==> config.mk <==
export PLATFORM = sky130hd
export DESIGN_NAME = input_debouncer
export DESIGN_NICKNAME = d
export VERILOG_FILES = /design/src/rtl/input_debouncer_pkg.sv /design/src/rtl/input_debouncer_sat_counter.sv /design/src/rtl/input_debouncer.sv
export SDC_FILE = /design/constraint.sdc
export NUM_CORES = 1
export LEC_CHECK = 0
export ABC_CLOCK_PERIOD_IN_PS = 5700
export CAP_MARGIN = 20
export CORE_AREA = 3 3 63 65
export DETAILED_ROUTE_END_ITERATION = 16
export DIE_AREA = 0 0 66 68
export PLACE_DENSITY = 0.9
export SLEW_MARGIN = 20
export SYNTH_ARGS = -nofsm -noshare
export SYNTH_HDL_FRONTEND = slang
export SYNTH_SLANG_ARGS = --single-unit
==> constraint.sdc <==
create_clock -name clk -period 5.7 [get_ports clk]
set_clock_uncertainty 0.2 [all_clocks]
set_input_delay 1.425 -clock clk [delete_from_list [all_inputs] [get_ports clk]]
set_output_delay 1.425 -clock clk [all_outputs]
set_load 0.02 [all_outputs]
==> src/rtl/input_debouncer_pkg.sv <==
// Shared types for the input debouncer: FSM state encoding and a helper for
// the all-ones value of a saturating counter.
package input_debouncer_pkg;

  typedef enum logic [1:0] {
    LOW_STABLE,
    RISE_WAIT,
    HIGH_STABLE,
    FALL_WAIT
  } debounce_state_t;

  function automatic int unsigned all_ones(input int unsigned width);
    return (32'd1 << width) - 32'd1;
  endfunction

endpackage

==> src/rtl/input_debouncer_sat_counter.sv <==
// Saturating up-counter: clear has priority over enable, holds at LIMIT and
// flags it so callers can detect the end of a timed window.
module sat_counter #(
  parameter int unsigned WIDTH = 8,
  parameter int unsigned LIMIT = 255
) (
  input  logic             clk,
  input  logic             reset,
  input  logic             clr,
  input  logic             en,
  output logic [WIDTH-1:0] q,
  output logic             at_limit
);

  logic [WIDTH-1:0] q_q, q_d;

  assign at_limit = (q_q == WIDTH'(LIMIT));
  assign q        = q_q;

  always_comb begin
    q_d = q_q;
    if (clr)                 q_d = '0;
    else if (en && !at_limit) q_d = q_q + WIDTH'(1);
  end

  always_ff @(posedge clk or negedge reset) begin
    if (!reset) q_q <= '0;
    else        q_q <= q_d;
  end

endmodule

==> src/rtl/input_debouncer.sv <==
// Debounces a synchronized level into a clean level with registered press,
// release and long-press pulses plus a saturating press count.
module input_debouncer
  import input_debouncer_pkg::*;
#(
  parameter int unsigned DEBOUNCE_CYCLES   = 1000,
  parameter int unsigned LONG_PRESS_CYCLES = 50000,
  parameter int unsigned COUNT_WIDTH       = 8
) (
  input  logic                   clk,
  input  logic                   reset,
  input  logic                   sync_in,
  output logic                   level,
  output logic                   press_pulse,
  output logic                   release_pulse,
  output logic                   long_press_pulse,
  output logic [COUNT_WIDTH-1:0] press_count
);

  localparam int unsigned CNT_W  = $clog2(LONG_PRESS_CYCLES + 1);
  localparam int unsigned DCNT_W = $clog2(DEBOUNCE_CYCLES);

  debounce_state_t state_q, state_d;
  logic level_q, level_d;
  logic press_q, press_d;
  logic release_q, release_d;
  logic long_q, long_d;

  logic [CNT_W-1:0]  cnt_q;
  logic [DCNT_W-1:0] dcnt_q;
  logic cnt_clr, cnt_en, cnt_sat;
  logic dcnt_en, dcnt_done;
  logic pc_sat;
  logic rise_done;

  assign rise_done = (cnt_q == CNT_W'(DEBOUNCE_CYCLES - 1));

  // cnt doubles as rise debounce timer and long-press timer; it is frozen
  // while in FALL_WAIT so a bounce on release resumes the same press.
  sat_counter #(.WIDTH(CNT_W), .LIMIT(LONG_PRESS_CYCLES)) u_cnt (
    .clk(clk), .reset(reset), .clr(cnt_clr), .en(cnt_en),
    .q(cnt_q), .at_limit(cnt_sat)
  );

  sat_counter #(.WIDTH(DCNT_W), .LIMIT(DEBOUNCE_CYCLES - 1)) u_dcnt (
    .clk(clk), .reset(reset), .clr(!dcnt_en), .en(dcnt_en),
    .q(dcnt_q), .at_limit(dcnt_done)
  );

  sat_counter #(.WIDTH(COUNT_WIDTH), .LIMIT(all_ones(COUNT_WIDTH))) u_press_cnt (
    .clk(clk), .reset(reset), .clr(1'b0), .en(press_d && !pc_sat),
    .q(press_count), .at_limit(pc_sat)
  );

  always_ff @(posedge clk or negedge reset) begin
    if (!reset) begin
      state_q   <= LOW_STABLE;
      level_q   <= 1'b0;
      press_q   <= 1'b0;
      release_q <= 1'b0;
      long_q    <= 1'b0;
    end else begin
      state_q   <= state_d;
      level_q   <= level_d;
      press_q   <= press_d;
      release_q <= release_d;
      long_q    <= long_d;
    end
  end

  always_comb begin
    state_d = state_q;
    cnt_clr = 1'b0;
    cnt_en  = 1'b0;
    dcnt_en = 1'b0;
    case (state_q)
      LOW_STABLE: if (sync_in) begin
        state_d = RISE_WAIT;
        cnt_en  = 1'b1;
      end
      RISE_WAIT: begin
        if (!sync_in) begin
          state_d = LOW_STABLE;
          cnt_clr = 1'b1;
        end else if (rise_done) begin
          state_d = HIGH_STABLE;
          cnt_clr = 1'b1;
        end else begin
          cnt_en = 1'b1;
        end
      end
      HIGH_STABLE: begin
        if (sync_in) cnt_en = 1'b1;
        else begin
          state_d = FALL_WAIT;
          dcnt_en = 1'b1;
        end
      end
      FALL_WAIT: begin
        if (sync_in) state_d = HIGH_STABLE;
        else if (dcnt_done) begin
          state_d = LOW_STABLE;
          cnt_clr = 1'b1;
        end else dcnt_en = 1'b1;
      end
      default: state_d = LOW_STABLE;
    endcase
  end

  always_comb begin
    press_d   = (state_q == RISE_WAIT) && sync_in && rise_done;
    release_d = (state_q == FALL_WAIT) && !sync_in && dcnt_done;
    long_d    = (state_q == HIGH_STABLE) && sync_in && !cnt_sat &&
                (cnt_q == CNT_W'(LONG_PRESS_CYCLES - 1));
    level_d   = (state_d == HIGH_STABLE) || (state_d == FALL_WAIT);
  end

  assign level            = level_q;
  assign press_pulse      = press_q;
  assign release_pulse    = release_q;
  assign long_press_pulse = long_q;

endmodule
==> qor.yml, run 1 <==
outcome: "finished, final reports clean"
yosys_most_used_dff: "sky130_fd_sc_hd__dfrtp_1"
dp.final_hpwl_um: 2770
grt_overflow: 0
timing.critical_path.buf_inv: 1
floorplan.initialDensity: 0.628
row_count: 21
cts-resized-gates: 0
placed_cells: 267
max-clock-path-buffers: 2
fp.dieH_um: 68
slew_violations: 0
fin_worst_hold_slack_ns: 0.307
crit_path_top_delay_cell: "sky130_fd_sc_hd__clkdlybuf4s50_1"
power.density_cell_area_mw_per_mm2: 192
cts_post_setup_buffers_inserted: 0
synthArstFlopShare: 1.00
mappedNetlistNets: 222
route.vias.total: 1684
cp.arrival_ns: 3.34
finish.instance_area_mm2: 0.00232
gp_routability_congestion: 0.835
multi_input_gate_area_mm2: 0.00109
seq_area_um2: 976
post-layout-total-power_mw: 0.446
crit_path_cell_trace: "clkdlybuf4s50_1 -> nand2b_1 -> nor4_1 -> a221o_1 -> nand2b_1 -> mux2i_1"
design.final.nets: 235
finalWorstSetupSlack_ns: 2.40
tns_setup_ns: 0
synth.ff_latch_count: 39
layout_worst_path_cycle_share: 0.579
routed_wirelength_um: 3940
worstSetupPathType: "in -> reg"
start_kind: "input pin"
tightestPinTransition_ns: 0.823
remaining_drc_errors: 0
post-route-min-period_ns: 3.30
holdCritPathClass: "reg -> reg"
tritoncts_num_sinks: 39
peakVddDrop_mv: 0.137
path_common_cell: "sky130_fd_sc_hd__nand2b_1"
synth_top_cells_by_area: "sky130_fd_sc_hd__dfrtp_1, sky130_fd_sc_hd__a21oi_1, sky130_fd_sc_hd__nand4_1"
gr-usage-all-layers: 0.209
final_cells: 275
fp.dieW_um: 66
wl_per_cell_um: 14.3
cts.root.buffer_cell: "sky130_fd_sc_hd__clkbuf_4"
area.growth.synth_to_final_pct: 9.29
syn_area_per_cell_um2: 9.89
finalSetupViolations: 0
portBuffers: 14
cpLargestDelayFamily: "buffers and inverters"
cts_made_buffers: 5
drive_gt1_frac: 0.100
postPlaceCellArea_mm2: 0.00227
design.core.area_mm2: 0.00339
post-synth-top-area-fraction: 0.459
worstPathRequired_ns: 5.74
clock_input_transition_at_the_sequential_cells_of_the_worst_setup_and_hold_paths_ns: 0.12
synth_cell_type_count: 46
postLayoutCoreUtil: 0.686
cts_tree: "yes"
edff_count_synth: 0
max_slew_margin: 0.451
die_area_mm2: 0.00449
post_drt_via_cell_ratio: 6.12
netlist_instances: 215
antenna_violating_nets_left: 0
synth_warnings: 0
filler_cell_count: 260
grt_pass1_vias: 1569
max_freq_mhz: 303
grt_first_pass_wirelength_um: 7150
drtPass1Iterations: 4
cp_slowest_stage_delay_ns: 0.69
htree_num_levels: 2
library_cell_with_the_largest_summed_area_after_synthesis: "sky130_fd_sc_hd__dfrtp_1"
post-place-ws_ns: 2.02
crit_path_max_fanout: 17
power_leakage_nw: 0.959
antenna_found_initial: 0
synth_seq_area_share: 0.459
clk_latency_ns: 0.35
report.final.hold_viol_count: 0
timing.max_cap.violations: 0
setup.worst_path.end_class: "register"
diodes: 0
grt_start_max_net_pins: 40
drt_iter0_drc: 157
io_pins: 15
grt_setup_unrepaired: "false"
number_of_buffers_inserted_by_hold_repair_at_cts: 0
synth_area_mm2: 0.00213
[cell usage in the layout (no fill, tap or decap), types with 3 or more instances in the layout]
master                            synthesis  layout
sky130_fd_sc_hd__a21oi_1                 17      17
sky130_fd_sc_hd__and2_1                   4       4
sky130_fd_sc_hd__and3_1                   6       6
sky130_fd_sc_hd__and4_1                   3       3
sky130_fd_sc_hd__clkbuf_4                 0       5
sky130_fd_sc_hd__clkdlybuf4s50_1          0      13
sky130_fd_sc_hd__clkinv_2                 0       3
sky130_fd_sc_hd__dfrtp_1                 39      39
sky130_fd_sc_hd__ha_1                     4       4
sky130_fd_sc_hd__inv_1                    4       4
sky130_fd_sc_hd__nand2_1                 13      13
sky130_fd_sc_hd__nand2b_1                 5       5
sky130_fd_sc_hd__nand3_1                 11      11
sky130_fd_sc_hd__nand4_1                 12      12
sky130_fd_sc_hd__nand4b_1                 3       3
sky130_fd_sc_hd__nor2_1                  16      16
sky130_fd_sc_hd__nor3_1                   7       7
sky130_fd_sc_hd__o21ai_1                  5       5
sky130_fd_sc_hd__o31ai_1                  6       6
sky130_fd_sc_hd__or3_1                    6       6
sky130_fd_sc_hd__or4_1                    7       7
sky130_fd_sc_hd__xnor2_1                  7       7
sky130_fd_sc_hd__xor2_1                   6       6
[worst paths after layout]
check	startpoint	end	slack [ns]	cells after the start
worst max-delay path	sync_in	u_cnt.q[15]	2.40	6
worst min-delay path	u_press_cnt.q[5]	u_press_cnt.q[5]	0.31	1
worst max register to register	u_cnt.q[3]	u_cnt.q[15]	3.12	5
worst min register to register	u_press_cnt.q[5]	u_press_cnt.q[5]	0.31	1
max in group asynchronous	reset	u_dcnt.q[0]	3.83	1
min in group asynchronous	reset	u_press_cnt.q[2]	0.96	1
[cells in the mapped netlist, types with 2 or more instances]
cell                       count
sky130_fd_sc_hd__o31ai_1       6
sky130_fd_sc_hd__o21ai_0       2
sky130_fd_sc_hd__and4_1        3
sky130_fd_sc_hd__or4_1         7
sky130_fd_sc_hd__buf_2         2
sky130_fd_sc_hd__nor2_1       16
sky130_fd_sc_hd__nor4bb_1      2
sky130_fd_sc_hd__dfrtp_1      39
sky130_fd_sc_hd__and2_1        4
sky130_fd_sc_hd__clkbuf_1      4
sky130_fd_sc_hd__a21oi_1      17
sky130_fd_sc_hd__nand2_1      13
sky130_fd_sc_hd__nand4b_1      3
sky130_fd_sc_hd__or2_2         2
sky130_fd_sc_hd__or3_1         6
sky130_fd_sc_hd__nor2b_1       2
sky130_fd_sc_hd__nand2b_1      5
sky130_fd_sc_hd__o21ai_1       5
sky130_fd_sc_hd__inv_1         4
sky130_fd_sc_hd__and3_1        6
sky130_fd_sc_hd__nor3_1        7
sky130_fd_sc_hd__nand4_1      12
sky130_fd_sc_hd__nand3_1      11
sky130_fd_sc_hd__ha_1          4
sky130_fd_sc_hd__xor2_1        6
sky130_fd_sc_hd__xnor2_1       7
[report_power, final]
group | internal, mW | switching [mW] | leakage (nW)
registers | 0.281 | 0.00642 | 0.540
clock network | 0.0459 | 0.0897 | 0.0347
logic | 0.00853 | 0.0148 | 0.384
[area by class of cell]
| cell class | count | share of cell area |
|---|---|---|
| Inverter | 4 | 0.00646 |
| Sequential cell | 39 | 0.420 |
| Clock buffer | 5 | 0.0161 |
| Timing Repair Buffer | 14 | 0.0581 |
| Tap cell | 46 | 0.0248 |
| Clock inverter | 3 | 0.00646 |
| Multi-Input combinational cell | 164 | 0.468 |
[registers in the layout (all words and copies together) (netlist names)]
register and count:
long_press_pulse 1, u_dcnt.q 10, u_press_cnt.q 8, press_pulse 1, u_cnt.q 16, state_q 2
release_pulse 1
[cells by family (layout without fill, tap and decap cells)]
| group | Yosys count | in the layout | synth area share |
|---|---|---|---|
| AND/OR/NAND/NOR | 109 | 109 | 0.318 |
| flip-flops | 39 | 39 | 0.459 |
| AO/OA/AOI/OAI | 35 | 35 | 0.0988 |
| XOR/XNOR | 14 | 14 | 0.0612 |
| buffers and inverters | 12 | 26 | 0.0294 |
| adder cells (fa/ha/maj) | 4 | 4 | 0.0235 |
| multiplexers | 2 | 2 | 0.0100 |
[layer usage]
layer,global-route usage,up-vias,share of wire
met2,0.320,56,0.46
met5,0,-,0
met1,0.283,801,0.46
li1,-,820,-
met3,0.0509,7,0.062
met4,0.0914,0,0.018
No activity file was read; power rests on OpenSTA's default activity.
==> run 2, diff against run 1 <==
Settings changed: ABC_CLOCK_PERIOD_IN_PS 5700 to 3100, CORE_AREA 3 3 63 65 to 3 3 65 67, DIE_AREA 0 0 66 68 to 0 0 68 70, PLACE_DENSITY 0.9 to 0.86.
Clock period 5.7 ns to 3.1 ns, I/O delays scaled along.
==> qor.yml, run 2 (same netlist as run 1, synthesis figures left out) <==
fp.dieH_um: 70  # +2.9%
grt_start_max_net_pins: 40  # unchanged
finalWorstSetupSlack_ns: 0.544  # -1.86 ns
outcome: "finished, final reports clean"
drtPass1Iterations: 4  # unchanged
multi_input_gate_area_mm2: 0.00109  # unchanged
drive_gt1_frac: 0.108  # +0.00779
grt_overflow: 0  # unchanged
seq_area_um2: 976  # unchanged
worstSetupPathType: "in -> reg"
area.growth.synth_to_final_pct: 13.1
layout_worst_path_cycle_share: 0.825
cts_tree: "yes"
max_slew_margin: 0.457  # +0.00557
crit_path_cell_trace: "clkdlybuf4s50_1 -> nand2_1 -> or4_1 -> or3_1 -> a21oi_1"
antenna_found_initial: 0  # unchanged
max_freq_mhz: 391
crit_path_max_fanout: 15  # -2
design.core.area_mm2: 0.00369  # +8.8%
filler_cell_count: 309  # +19%
power_leakage_nw: 0.993  # +3.5%
power.density_cell_area_mw_per_mm2: 419  # +120%
route.vias.total: 1669  # -0.89%
die_area_mm2: 0.00476  # +6.1%
wl_per_cell_um: 14.5  # +0.94%
gr-usage-all-layers: 0.191  # -0.0172
routed_wirelength_um: 4040  # +2.4%
cpLargestDelayFamily: "simple AND/OR/NAND/NOR gates"
cts_post_setup_buffers_inserted: 0  # unchanged
clock_input_transition_at_the_sequential_cells_of_the_worst_setup_and_hold_paths_ns: 0.08  # -0.04 ns
worstPathRequired_ns: 3.12  # -2.62 ns
holdCritPathClass: "reg -> reg"
fp.dieW_um: 68  # +3.0%
placed_cells: 271  # +1.5%
most-common-layout-cells: "sky130_fd_sc_hd__dfrtp_1, sky130_fd_sc_hd__a21oi_1, sky130_fd_sc_hd__nor2_1"
timing.max_cap.violations: 0  # unchanged
clk_latency_ns: 0.30  # -0.05 ns
cts.root.buffer_cell: "sky130_fd_sc_hd__clkbuf_8"
timing.critical_path.buf_inv: 1  # unchanged
largest_register_ff_count: 16  # unchanged
final_cells: 279  # +1.5%
htree_num_levels: 2  # unchanged
dp.final_hpwl_um: 2840  # +2.5%
portBuffers: 14  # unchanged
post-place-ws_ns: 0.260  # -1.76 ns
max-clock-path-buffers: 2  # unchanged
design.final.nets: 237  # +0.85%
final_common_cell: "sky130_fd_sc_hd__dfrtp_1"
io_pins: 15  # unchanged
cp_slowest_stage_delay_ns: 0.81  # +0.12 ns
floorplan.initialDensity: 0.577  # -0.0509
crit_path_top_delay_cell: "sky130_fd_sc_hd__clkdlybuf4s50_1"
number_of_buffers_inserted_by_hold_repair_at_cts: 0  # unchanged
grt_setup_unrepaired: "false"
diodes: 0  # unchanged
report.final.hold_viol_count: 0  # unchanged
post-route-min-period_ns: 2.56
peakVddDrop_mv: 0.265  # +94%
post_drt_via_cell_ratio: 5.98  # -2.3%
row_count: 22  # +4.8%
drt_iter0_drc: 117  # -25%
setup.worst_path.end_class: "register"
gp_routability_congestion: 0.828  # -0.80%
cts-resized-gates: 0  # unchanged
tns_setup_ns: 0  # unchanged
cts_made_buffers: 5  # unchanged
antenna_violating_nets_left: 0  # unchanged
grt_pass1_vias: 1546  # -1.5%
start_kind: "input pin"
finalSetupViolations: 0  # unchanged
remaining_drc_errors: 0  # unchanged
grt_first_pass_wirelength_um: 7090  # -0.77%
tightestPinTransition_ns: 0.815  # -0.00835 ns
cp.arrival_ns: 2.58  # -0.76 ns
tritoncts_num_sinks: 39  # unchanged
slew_violations: 0  # unchanged
[run 2: cell types whose count changed in the layout (fill, tap and decap cells not counted)]
cell	before	now
sky130_fd_sc_hd__clkbuf_8	0	5
sky130_fd_sc_hd__inv_6	0	1
sky130_fd_sc_hd__clkbuf_4	5	0
sky130_fd_sc_hd__clkinv_4	0	1
sky130_fd_sc_hd__buf_4	0	2
sky130_fd_sc_hd__clkinv_2	3	0
sky130_fd_sc_hd__bufinv_16	0	1
[run 2: routing by layer]
| metal | vias up | track usage | share of wire |
|---|---|---|---|
| met5 | - | 0 | 0 |
| met4 | 0 | 0.0618 | 0.014 |
| met3 | 4 | 0.0531 | 0.050 |
| met2 | 41 | 0.274 | 0.45 |
| met1 | 803 | 0.277 | 0.48 |
| li1 | 821 | - | - |
[run 2: report_power, final]
part	switching [mW]	internal, mW	total [mW]
Clock	0.189	0.244	0.433
Sequential	0.0129	0.516	0.529
Combinational	0.0286	0.0176	0.0462
Total	0.231	0.777	1.01
[run 2: final cells by class]
class	instances	share of cell area
multi-input cells	164	0.452
flip-flops and latches	39	0.406
repair buffers	16	0.0624
clock buffers	5	0.0286
well taps	48	0.0250
clock inverters	3	0.0198
inverters	4	0.00624
[run 2: final timing paths]
path / startpoint / endpoint / slack, ns / cells after the start
setup / recovery: sync_in / u_cnt.q[11] / 0.54 / 5
hold / removal: u_press_cnt.q[5] / u_press_cnt.q[5] / 0.30 / 1
setup reg to reg: u_cnt.q[3] / u_press_cnt.q[1] / 0.67 / 4
hold reg to reg: u_press_cnt.q[5] / u_press_cnt.q[5] / 0.30 / 1
max in group asynchronous: reset / u_cnt.q[15] / 1.82 / 1
min in group asynchronous: reset / u_dcnt.q[6] / 0.37 / 1
[run 2: through the flow]
step / hold WS (ns) / instance area [um2] / total power [mW] / util
after floorplan: 0.263 / 2130 / 0.563 / -
after global placement: 0.282 / 2290 / 0.584 / 0.621
after detailed placement: 0.293 / 2290 / 0.586 / 0.621
after CTS: 0.305 / 2410 / 1.02 / 0.652
after global routing: 0.322 / 2410 / 1.05 / 0.652
final: 0.301 / 2410 / 1.01 / 0.652
==> run 3, diff against run 2 <==
Settings changed: ABC_CLOCK_PERIOD_IN_PS 3100 to 2600.
Clock period 3.1 ns to 2.6 ns, I/O delays scaled along.
==> qor.yml, run 3 (same netlist as run 1, synthesis figures left out) <==
crit_path_max_fanout: 8  # -7
layout_worst_path_cycle_share: 0.936
max_slew_margin: 0.683  # +0.226
peakVddDrop_mv: 0.343  # +30%
io_pins: 15  # unchanged
route.vias.total: 1737  # +4.1%
htree_num_levels: 2  # unchanged
tightestPinTransition_ns: 0.475  # -0.339 ns
clk_latency_ns: 0.30  # about the same
antenna_violating_nets_left: 0  # unchanged
post-route-min-period_ns: 2.43
power.density_cell_area_mw_per_mm2: 483  # +15%
grt_overflow: 0  # unchanged
slew_violations: 0  # unchanged
cts_made_buffers: 5  # unchanged
area.growth.synth_to_final_pct: 17.1
report.final.hold_viol_count: 0  # unchanged
drtPass1Iterations: 4  # unchanged
largest_register_ff_count: 16  # unchanged
fp.dieH_um: 70  # unchanged
grt_setup_unrepaired: "false"
gp_routability_congestion: 0.885  # +6.8%
cp.arrival_ns: 2.42  # -0.16 ns
worst_reg_to_reg_cells: 4  # unchanged
tritoncts_num_sinks: 39  # unchanged
tns_setup_ns: 0  # unchanged
dp.final_hpwl_um: 2970  # +4.7%
clock_input_transition_at_the_sequential_cells_of_the_worst_setup_and_hold_paths_ns: 0.08  # about the same
timing.max_cap.violations: 0  # unchanged
portBuffers: 14  # unchanged
design.final.nets: 248  # +4.6%
most-common-layout-cells: "sky130_fd_sc_hd__dfrtp_1, sky130_fd_sc_hd__a21oi_1, sky130_fd_sc_hd__nor2_1"
outcome: "finished, final reports clean"
grt_first_pass_wirelength_um: 7510  # +5.8%
final_common_cell: "sky130_fd_sc_hd__dfrtp_1"
reg2reg_setup_slack_ns: 0.17  # -0.50 ns
wl_per_cell_um: 15.0  # +3.6%
grt_start_max_net_pins: 40  # unchanged
max-clock-path-buffers: 2  # unchanged
post_drt_via_cell_ratio: 5.99  # +0.13%
fin_worst_hold_slack_ns: 0.184  # -0.117 ns
start_kind: "register"
grt_pass1_vias: 1614  # +4.4%
gr-usage-all-layers: 0.206  # +0.0140
cts_post_setup_buffers_inserted: 0  # unchanged
diodes: 0  # unchanged
worstReg2RegEnd: "u_press_cnt.q[1]"
drt_iter0_drc: 189  # +62%
setup.worst_path.end_class: "register"
row_count: 22  # unchanged
worstSetupPathType: "reg -> reg"
die_area_mm2: 0.00476  # unchanged
max_freq_mhz: 411
routed_wirelength_um: 4340  # +7.6%
antenna_found_initial: 0  # unchanged
postLayoutCoreUtil: 0.675  # +0.0227
worstPathRequired_ns: 2.58  # -0.54 ns
finalSetupViolations: 0  # unchanged
fp.dieW_um: 68  # unchanged
cts.root.buffer_cell: "sky130_fd_sc_hd__clkbuf_8"
drive_gt1_frac: 0.153  # +0.0447
power_leakage_nw: 1.05  # +5.5%
r2r-start: "u_cnt.q[14]"
floorplan.initialDensity: 0.577  # unchanged
holdCritPathClass: "in -> async"
filler_cell_count: 289  # -6.5%
cts_tree: "yes"
remaining_drc_errors: 0  # unchanged
design.core.area_mm2: 0.00369  # unchanged
## run 3: changes by cell type in the layout (fill, tap and decap cells not counted)
cell / delta
sky130_fd_sc_hd__a221o_1: -1
sky130_fd_sc_hd__a221o_2: +1
sky130_fd_sc_hd__buf_4: +11
## run 3: final cells by class
| cell class | count | area (um2) | area share |
|---|---|---|---|
| Tap cell | 48 | 60.1 | 0.0241 |
| Inverter | 4 | 15.0 | 0.00603 |
| Multi-Input combinational cell | 164 | 1090 | 0.438 |
| Timing Repair Buffer | 27 | 233 | 0.0935 |
| Clock inverter | 3 | 47.5 | 0.0191 |
| Clock buffer | 5 | 68.8 | 0.0276 |
| Sequential cell | 39 | 976 | 0.392 |
## run 3: what timing repair did
action | 4_1_cts | 5_1_grt
resized for setup | 0 | 1
hold buffers | 0 | 0
endpoints found under the setup margin | 0 | 2
## run 3: how the worst max path moves through the flow
stage / from / end / slack, ns / cells after the start
finish: u_cnt.q[14] / u_press_cnt.q[1] / 0.17 / 4
global route: u_cnt.q[14] / u_press_cnt.q[1] / 0.07 / 4
CTS: u_cnt.q[14] / u_cnt.q[15] / 0.07 / 5
detailed placement: sync_in / u_cnt.q[15] / -0.06 / 6
global placement: sync_in / u_cnt.q[15] / -0.005 / 6
floorplan: u_cnt.q[3] / u_cnt.q[13] / 0.32 / 6
## run 3: metrics by stage
step | worst slack (ns) | power [mW] | cell area [um2] | cells
after global placement | -0.00453 | 0.701 | 2370 | 282
final | 0.165 | 1.20 | 2490 | 290
after CTS | 0.0744 | 1.22 | 2490 | 290
after floorplan | 0.320 | 0.671 | 2130 | 215
after global routing | 0.0656 | 1.26 | 2490 | 290
after detailed placement | -0.0648 | 0.702 | 2370 | 282
## run 3: critical path: stages (launching register included)
cell and delay (ns):
sky130_fd_sc_hd__dfrtp_1 0.43, sky130_fd_sc_hd__or4b_4 0.57, sky130_fd_sc_hd__nor4_4 0.37, sky130_fd_sc_hd__and3_1 0.39, sky130_fd_sc_hd__mux2_2 0.37
## run 3: metal layers
metal / part of all wire / GRT usage
met1: 0.46 / 0.286
met2: 0.48 / 0.313
met3: 0.042 / 0.0595
met4: 0.014 / 0.0508
met5: 0 / 0
## run 3: report_power, final
group	switching [mW]	internal, mW	leakage, nW
Clock	0.223	0.291	0.0587
Sequential	0.0129	0.615	0.540
Combinational	0.0366	0.0248	0.449
Total	0.273	0.930	1.05
